**config.mk**
```make
export PLATFORM = sky130hd
export DESIGN_NAME = axi_wr_arbiter
export DESIGN_NICKNAME = d
export VERILOG_FILES = /design/src/rtl/axi_wr_arbiter_pkg.sv /design/src/rtl/axi_wr_arbiter_rr_prio_select.sv /design/src/rtl/axi_wr_arbiter.sv
export SDC_FILE = /design/constraint.sdc
export NUM_CORES = 1
export LEC_CHECK = 0
export BUFFER_PORTS_ARGS = -buffer_cell sky130_fd_sc_hd__buf_2
export CORE_AREA = 8 8 133 135
export CTS_CLUSTER_SIZE = 20
export DETAILED_ROUTE_END_ITERATION = 16
export DIE_AREA = 0 0 141 143
export PLACE_DENSITY_LB_ADDON = 0.12
export SLEW_MARGIN = 20
export SYNTH_ARGS = -nofsm -noshare
export SYNTH_HDL_FRONTEND = slang
export SYNTH_HIERARCHICAL = 1
export SYNTH_SLANG_ARGS = --single-unit
export TNS_END_PERCENT = 50
```
**constraint.sdc**
```tcl
create_clock -name clk -period 2 [get_ports clk]
set_input_delay 0.4 -clock clk [delete_from_list [all_inputs] [get_ports clk]]
set_output_delay 0.4 -clock clk [all_outputs]
set_load 0.1 [all_outputs]
```
**src/rtl/axi_wr_arbiter_pkg.sv**
```systemverilog
// Shared types and helpers for the AXI4 write-channel arbiter.
package axi_wr_arb_pkg;

  typedef enum logic [1:0] {IDLE, AW, W, B} arb_state_e;

  localparam logic [1:0] RESP_OKAY   = 2'b00;
  localparam logic [1:0] RESP_EXOKAY = 2'b01;
  localparam logic [1:0] RESP_SLVERR = 2'b10;
  localparam logic [1:0] RESP_DECERR = 2'b11;

  // Width of a requester index; never narrower than one bit.
  function automatic int idx_w(input int n);
    return (n < 2) ? 1 : $clog2(n);
  endfunction

endpackage

```
**src/rtl/axi_wr_arbiter_rr_prio_select.sv**
```systemverilog
// Round-robin priority pick: first set request bit at or after ptr_i, wrapping.
module rr_prio_select
  import axi_wr_arb_pkg::*;
#(
  parameter  int NB_MASTER = 3,
  localparam int IDX_W     = idx_w(NB_MASTER)
) (
  input  logic [NB_MASTER-1:0] req_i,
  input  logic [IDX_W-1:0]     ptr_i,
  output logic [IDX_W-1:0]     gnt_idx_o,
  output logic                 any_req_o
);

  logic hit;

  always_comb begin
    int               s;
    logic [IDX_W-1:0] idx;
    s         = 0;
    idx       = '0;
    hit       = 1'b0;
    gnt_idx_o = '0;
    for (int k = 0; k < NB_MASTER; k++) begin
      s = int'(ptr_i) + k;
      if (s >= NB_MASTER) s = s - NB_MASTER;
      idx = IDX_W'(s);
      if (!hit && req_i[idx]) begin
        gnt_idx_o = idx;
        hit       = 1'b1;
      end
    end
  end

  assign any_req_o = |req_i;

endmodule

```
**src/rtl/axi_wr_arbiter.sv**
```systemverilog
// Round-robin arbiter sharing one AXI4 write slave port; grant held from AW to B.
// Optional beat-count checking and last-beat forcing: AXI_WR_ARB_BEAT_CHECK_EN.
module axi_wr_arbiter
  import axi_wr_arb_pkg::*;
#(
  parameter  int NB_MASTER      = 3,
  parameter  int AXI_ADDR_WIDTH = 32,
  parameter  int AXI_DATA_WIDTH = 32,
  parameter  int AXI_ID_WIDTH   = 2,
  localparam int IDX_W          = idx_w(NB_MASTER),
  localparam int STRB_W         = AXI_DATA_WIDTH / 8,
  localparam int MID_W          = AXI_ID_WIDTH + IDX_W
) (
  input  logic                                      clk,
  input  logic                                      rst,
  input  logic [NB_MASTER-1:0]                      aw_valid_i,
  output logic [NB_MASTER-1:0]                      aw_ready_o,
  input  logic [NB_MASTER-1:0][AXI_ADDR_WIDTH-1:0]  aw_addr_i,
  input  logic [NB_MASTER-1:0][7:0]                 aw_len_i,
  input  logic [NB_MASTER-1:0][AXI_ID_WIDTH-1:0]    aw_id_i,
  input  logic [NB_MASTER-1:0]                      w_valid_i,
  output logic [NB_MASTER-1:0]                      w_ready_o,
  input  logic [NB_MASTER-1:0][AXI_DATA_WIDTH-1:0]  w_data_i,
  input  logic [NB_MASTER-1:0][STRB_W-1:0]          w_strb_i,
  input  logic [NB_MASTER-1:0]                      w_last_i,
  output logic [NB_MASTER-1:0]                      b_valid_o,
  input  logic [NB_MASTER-1:0]                      b_ready_i,
  output logic [1:0]                                b_resp_o,
  output logic [AXI_ID_WIDTH-1:0]                   b_id_o,
  output logic                                      m_aw_valid_o,
  input  logic                                      m_aw_ready_i,
  output logic [AXI_ADDR_WIDTH-1:0]                 m_aw_addr_o,
  output logic [7:0]                                m_aw_len_o,
  output logic [MID_W-1:0]                          m_aw_id_o,
  output logic                                      m_w_valid_o,
  input  logic                                      m_w_ready_i,
  output logic [AXI_DATA_WIDTH-1:0]                 m_w_data_o,
  output logic [STRB_W-1:0]                         m_w_strb_o,
  output logic                                      m_w_last_o,
  input  logic                                      m_b_valid_i,
  output logic                                      m_b_ready_o,
  input  logic [1:0]                                m_b_resp_i,
  input  logic [MID_W-1:0]                          m_b_id_i,
  output logic                                      busy_o,
  output logic [IDX_W-1:0]                          gnt_idx_o
`ifdef AXI_WR_ARB_BEAT_CHECK_EN
  ,
  output logic                                      err_o
`endif
);

  arb_state_e       state_q, state_d;
  logic [IDX_W-1:0] gnt_q, gnt_d, rr_ptr_q, rr_ptr_d, sel_idx;
  logic             any_req, w_last_eff;

  rr_prio_select #(.NB_MASTER(NB_MASTER)) u_sel (
    .req_i     (aw_valid_i),
    .ptr_i     (rr_ptr_q),
    .gnt_idx_o (sel_idx),
    .any_req_o (any_req)
  );

`ifdef AXI_WR_ARB_BEAT_CHECK_EN
  logic [7:0] beat_cnt_q, beat_cnt_d;
  logic       err_q, err_d, aw_hs, w_hs;

  assign aw_hs      = (state_q == AW) & aw_valid_i[gnt_q] & m_aw_ready_i;
  assign w_hs       = (state_q == W)  & w_valid_i[gnt_q]  & m_w_ready_i;
  // Running out of counted beats terminates the burst even without w_last.
  assign w_last_eff = w_last_i[gnt_q] | (beat_cnt_q == 8'd0);

  always_comb begin
    beat_cnt_d = beat_cnt_q;
    err_d      = err_q;
    if (aw_hs)
      beat_cnt_d = aw_len_i[gnt_q];
    else if (w_hs && beat_cnt_q != 8'd0)
      beat_cnt_d = beat_cnt_q - 8'd1;
    if (w_hs && ((w_last_i[gnt_q] && beat_cnt_q != 8'd0) ||
                 (!w_last_i[gnt_q] && beat_cnt_q == 8'd0)))
      err_d = 1'b1;
  end

  always_ff @(posedge clk or posedge rst) begin
    if (rst) begin
      beat_cnt_q <= 8'd0;
      err_q      <= 1'b0;
    end else begin
      beat_cnt_q <= beat_cnt_d;
      err_q      <= err_d;
    end
  end

  assign err_o = err_q;
`else
  assign w_last_eff = w_last_i[gnt_q];
`endif

  always_comb begin
    state_d      = state_q;
    gnt_d        = gnt_q;
    rr_ptr_d     = rr_ptr_q;
    aw_ready_o   = '0;
    w_ready_o    = '0;
    b_valid_o    = '0;
    m_aw_valid_o = 1'b0;
    m_w_valid_o  = 1'b0;
    m_b_ready_o  = 1'b0;
    case (state_q)
      IDLE: begin
        if (any_req) begin
          gnt_d   = sel_idx;
          state_d = AW;
        end
      end
      AW: begin
        m_aw_valid_o      = aw_valid_i[gnt_q];
        aw_ready_o[gnt_q] = m_aw_ready_i;
        if (aw_valid_i[gnt_q] && m_aw_ready_i) state_d = W;
      end
      W: begin
        m_w_valid_o      = w_valid_i[gnt_q];
        w_ready_o[gnt_q] = m_w_ready_i;
        if (w_valid_i[gnt_q] && m_w_ready_i && w_last_eff) state_d = B;
      end
      B: begin
        b_valid_o[gnt_q] = m_b_valid_i;
        m_b_ready_o      = b_ready_i[gnt_q];
        if (m_b_valid_i && b_ready_i[gnt_q]) begin
          rr_ptr_d = (gnt_q == IDX_W'(NB_MASTER - 1)) ? '0 : gnt_q + IDX_W'(1);
          state_d  = IDLE;
        end
      end
      default: state_d = IDLE;
    endcase
  end

  always_ff @(posedge clk or posedge rst) begin
    if (rst) begin
      state_q  <= IDLE;
      gnt_q    <= '0;
      rr_ptr_q <= '0;
    end else begin
      state_q  <= state_d;
      gnt_q    <= gnt_d;
      rr_ptr_q <= rr_ptr_d;
    end
  end

  assign m_aw_addr_o = aw_addr_i[gnt_q];
  assign m_aw_len_o  = aw_len_i[gnt_q];
  assign m_aw_id_o   = {gnt_q, aw_id_i[gnt_q]};
  assign m_w_data_o  = w_data_i[gnt_q];
  assign m_w_strb_o  = w_strb_i[gnt_q];
  assign m_w_last_o  = w_last_eff;
  assign b_resp_o    = m_b_resp_i;
  assign b_id_o      = m_b_id_i[AXI_ID_WIDTH-1:0];
  assign busy_o      = (state_q != IDLE);
  assign gnt_idx_o   = gnt_q;

  // Only one burst is ever outstanding, so the returned prefix carries no information.
  logic unused_b_id_prefix;
  assign unused_b_id_prefix = ^m_b_id_i[MID_W-1:AXI_ID_WIDTH];

endmodule

```
* Word level (Yosys, flattened, before mapping) *
Cells that the tools add are included.

word-level totals
  bits in registers = 6
  output and inout bits = 100

operators by class
  add/subtract/negate cells = 6
  magnitude comparators = 8
  eq/ne operators = 8
  muxes and demuxes = 46
  bitwise gates (word level) = 3
  reduce and logical (&&, ||, !) cells = 15

operator list
  cell                   count
  $bmux W32 S2           2
  $mux W32               2
  $mux W2                12
  $bmux W8 S2            1
  $bmux W1 S2            7
  $mux W1                13
  $lt A2 B3 Y1 const B   4
  $and A3 B3 Y3          3
  $mux W3                3
  $bmux W4 S2            1
  $mux W8                1
  $ne A2 B2 Y1 const B   4
  $pmux W2 S4            1
  $logic_and A1 B1 Y1    7
  $eq A2 B2 Y1 const B   3
  $ge A3 B2 Y1 const B   2
  $bmux W2 S2            1
  $mux W4                1
  $reduce_and A2 Y1      2
  $reduce_and A4 Y1      1
  $sub A2 B1 Y2 const B  2
  $add A2 B1 Y3 const B  1
  $add A2 B2 Y3 const B  1
  $reduce_or A3 Y1       1
  9 further kinds        10

* Longest topological paths before layout *
  depth in word-level cells = 11
  mapped depth = 7

* By module *
Netlist, hierarchy kept.

modules (own cells, without submodules)
  module          times used  cells each  area each (um2)  sequential area each (um2)
  axi_wr_arbiter  1           331         2228.4           150.1
  rr_prio_select  1           20          147.6            0.0

* Worst setup path before layout *
No wires, ideal clock.

  path type = reg2out
  start point = register gnt_q[0], in the netlist gnt_idx_o[0]
  end point = output m_aw_id_o[0]
  arrival time = 3.878 ns
  required time = 1.600 ns
  slack = -2.278 ns
  stages on the path, launching flop included = 6
  path buffers = 3
  cells stage by stage = dfrtp_1 -> buf_4 -> buf_4 -> buf_2 -> mux2i_1 -> o21ai_0

between the ends
  word-level cells in the longest chain between the ends = 2

RTL lines
  what                           RTL line               text
  start, declared                axi_wr_arbiter.sv:53   logic [IDX_W-1:0] gnt_q, gnt_d, rr_ptr_q, rr_ptr_d, sel_idx;
  start signal, assigned         axi_wr_arbiter.sv:145  gnt_q <= gnt_d;
  $bmux W2 S2                    axi_wr_arbiter.sv:152  assign m_aw_id_o = {gnt_q, aw_id_i[gnt_q]};
  $mux W2 (implied by the code)  axi_wr_arbiter.sv:152
  end, declared                  axi_wr_arbiter.sv:34   output logic [MID_W-1:0] m_aw_id_o,

No other way between the ends. The select of a mux whose other input is x is not followed.

* Worst setup path in the final report *
  start point = register gnt_q[0], in the netlist gnt_idx_o[0]
  end point = output m_aw_addr_o[22]

between the ends
  word-level cells in the longest chain between the ends = 2

RTL lines
  what                            RTL line               text
  $bmux W32 S2                    axi_wr_arbiter.sv:150  assign m_aw_addr_o = aw_addr_i[gnt_q];
  $mux W32 (implied by the code)  axi_wr_arbiter.sv:150
  end, declared                   axi_wr_arbiter.sv:32   output logic [AXI_ADDR_WIDTH-1:0] m_aw_addr_o,

No other way between the ends. The select of a mux whose other input is x is not followed.

==> metrics.md <==
| Metric | Value |
|---|---|
| Status | finished with violations |
| Failing checks | setup timing |
| Final setup margin | -0.08705 ns |
| Commonest non-fill, non-tap cell in the layout | buf_2 |
| WL final | 18630 um |
| Global-route wire length before repair | 26580 um |
| Num ports | 357 |
| Post-Synth XOR/XNOR Area | 0 |
| Final hold vios | 0 |
| Crit path DAT | 1.69 ns |
| Pre-CTS setup slack | 0.04841 ns |
| Nets | 983 |
| Fin Hold WS | 0.09148 ns |
| First-pass DRT Iterations | 4 |
| CP endpoint kind | output pin |
| Final ANT Viol Nets | 0 |
| Setup Crit Path Kind | register to output pin |
| Logic pwr share | 0.958 |
| Sequential power share | 0.020 |
| Multi-input gate area | 0.003357 mm2 |
| Leading area contributor after synthesis | mux2i_1 |
| FF+latch area | 157.7 um2 |
| Die H | 143 um |
| Tmin final | 2.087 ns |
| Detailed Route Iter0 Violations | 134 |
| Most frequent cells in the layout | buf_2, buf_12, o21ai_4 |
| Worst skew pair latency | 0.23 ns |
| Final Cell Area | 0.007691 mm2 |
| Chip width | 141 um |
| Period utilization | 1.044 |
| Vias per cell | 4.412 |
| Buf+Inv Stages, Crit Path | 3 |
| Placed Area | 0.006963 mm2 |
| Row cnt | 46 |
| WL/cell | 19.94 um |
| Netlist cell types | 36 |
| Total track usage | 0.1685 |
| GPL Wtd Cong | 0.8794 |
| Max Cap Viol | 0 |
| Compound-Gate Fraction of Synth Area | 0.2143 |
| Register area share after synthesis | 0.06319 |
| Total gr overflow | 0 |
| RSZ-0062 raised after global routing | true |
| Clock-pin slew on the worst setup and hold paths | 0.03 ns |
| H-tree lvl count | 1 |
| Final Max Tran Viols | 0 |
| Number of setup violations in the final report | 81 |
| Synthesis warning total | 6 |
| Vias in the first global route | 4313 |
| Full die area | 0.02016 mm2 |
| Syn avg cell area | 6.769 um2 |
| CTS tree | done |
| DRC | 0 |
| Initial antenna violation count | 1 |
| Slew @ Worst Pin | 0.4953 ns |
| Clock Sinks | 6 |
| Top post-synthesis cells by area | mux2i_1, o21ai_0, nand2_1 |
| CTS Hold Bufs | 0 |
| Share of the synthesized area in the top cell type | 0.3497 |
| Required @ worst endpoint | 1.60 ns |
| CP peak stage delay | 0.55 ns |
| Initial Util | 0.1523 |
| Mux cell area share after synthesis | 0.3686 |
| Slowest CP cell | dfrtp_4 |
| Main combinational cell family by area after synthesis | multiplexers |
| Largest net degree at the start of global routing | 27 |
| Register bit total from synthesis | 6 |
| Max VDD drop | 0.9571 mV |
| Routed vias | 4121 |
| IO Port Bufs | 346 |
| Cell-internal power | 5687 uW |
| CP max FO | 11 |
| CTS Buf Count | 3 |
| Switching share of total power | 0.6078 |
| Non-filler cells, final | 934 |
| DP Wirelength | 15600 um |
| Post-Syn Nets | 616 |
| Clock power frac | 0.023 |
| Clk buf depth | 2 |
| Post-Synth Adder-Cell Area | 0.04213 |
| Setup crit start kind | register |
| Pwr dens | 1885 mW/mm2 |
| Core Area | 0.01560 mm2 |
| Synth Area in Simple Gates | 0.2122 |
| Switch Pwr | 8813 uW |
| Synth Cell Area | 0.002376 mm2 |
| Filler instances | 1442 |
| Root buffer cell | clkbuf_16 |
| Slew headroom | 0.6721 |
| Maximum clock frequency | 0.4791 GHz |
| Worst Skew | 0.0007954 ns |
| Largest delay share family, worst path | flip-flops |
| Placed cells | 914 |
| Area Growth Syn to Fin | 223.7% |
| Layout cell share with drive strength beyond 1 | 0.8240 |
| Synthesized instance count | 351 |
| Hold WC Path Type | input pin to asynchronous set/reset pin |
| Leak Pwr | 0.003324 uW |
| CP Cell Sequence | nor2b_4, buf_6, clkbuf_16, nand2_1, o21ai_4, buf_12 |
| Core Util, Final | 0.4931 |
power by group through the flow:
stage / clock [uW] / combinational [uW] / sequential [uW]
final: 329 / 13900 / 284
after global routing: 344 / 14300 / 298
after CTS: 336 / 13500 / 294
after detailed placement: 0 / 13100 / 286
after global placement: 0 / 13000 / 279
after floorplan: 0 / 8620 / 333
cell type report:
type,count,area share
Antenna cell,2,0.0006507
Sequential cell,6,0.02050
Multi-Input combinational cell,301,0.4365
Inverter,9,0.004392
Tap cell,216,0.03514
Clock buffer,3,0.009761
Timing Repair Buffer,397,0.4931
flip-flops by register name (all words and copies together), names as in the netlist:
signal     flops
gnt_idx_o      2
state_q        2
rr_ptr_q       2
kinds of logic after synthesis:
family                   count (synthesis)
AO/OA/AOI/OAI                           90
flip-flops                               6
multiplexers                            87
buffers and inverters                   44
adder cells (fa/ha/maj)                  8
AND/OR/NAND/NOR                        116
metrics by stage:
| step | total power, uW | setup TNS [ns] |
|---|---|---|
| 3_3_place_gp | 13300 | 0 |
| 3_5_place_dp | 13400 | 0 |
| 2_1_floorplan | 8951 | -18.12 |
| 5_1_grt | 14960 | -8.483 |
| 4_1_cts | 14170 | -6.327 |
| 6_report | 14500 | -3.746 |
cells in the mapped netlist, drive strengths merged:
cell type  count
nand2         84
mux2i         83
o21ai         80
buf           21
clkbuf        14
inv            9
nor2           9
ha             8
dfrtp          6
nand2b         6
mux2           4
and2           3
nor2b          3
nor3           3
nand3          2
nor3b          2
o2bb2ai        2
a21oi          1
a221oi         1
and3           1
nand3b         1
o2111ai        1
o211a          1
o211ai         1
o221ai         1
o311a          1
o32a           1
or2b           1
or3            1
path summary, 6_finish.rpt:
kind,end,from,slack [ns],cells past startpoint
worst min-delay path,state_q[0]$_DFFE_PP0P_,rst,0.09,2
worst min register to register,rr_ptr_q[1]$_DFFE_PP0P_,rr_ptr_q[1]$_DFFE_PP0P_,0.55,2
max in group asynchronous,gnt_idx_o[0]$_DFFE_PP0P_,rst,1.67,2
worst max-delay path,m_aw_addr_o[22],gnt_idx_o[0]$_DFFE_PP0P_,-0.09,6
worst max register to register,state_q[1]$_DFFE_PP0P_,gnt_idx_o[0]$_DFFE_PP0P_,0.02,7
min in group clk,rr_ptr_q[1]$_DFFE_PP0P_,rr_ptr_q[1]$_DFFE_PP0P_,0.55,2
metal layers:
layer,track usage,vias to the layer above,share of wire
met2,0.3271,201,0.55
met3,0.05242,14,0.090
met4,0.02602,0,0.0097
met5,0,-,0
li1,-,1964,-
met1,0.1763,1942,0.35
timing repair:
item                                    CTS  global route
setup buffers                             2             8
endpoints found under the setup margin   77            90
gates resized for setup                  55            63
pin swaps                                 3             8
cloned                                    2             3
(Power assumes the default switching activity.)
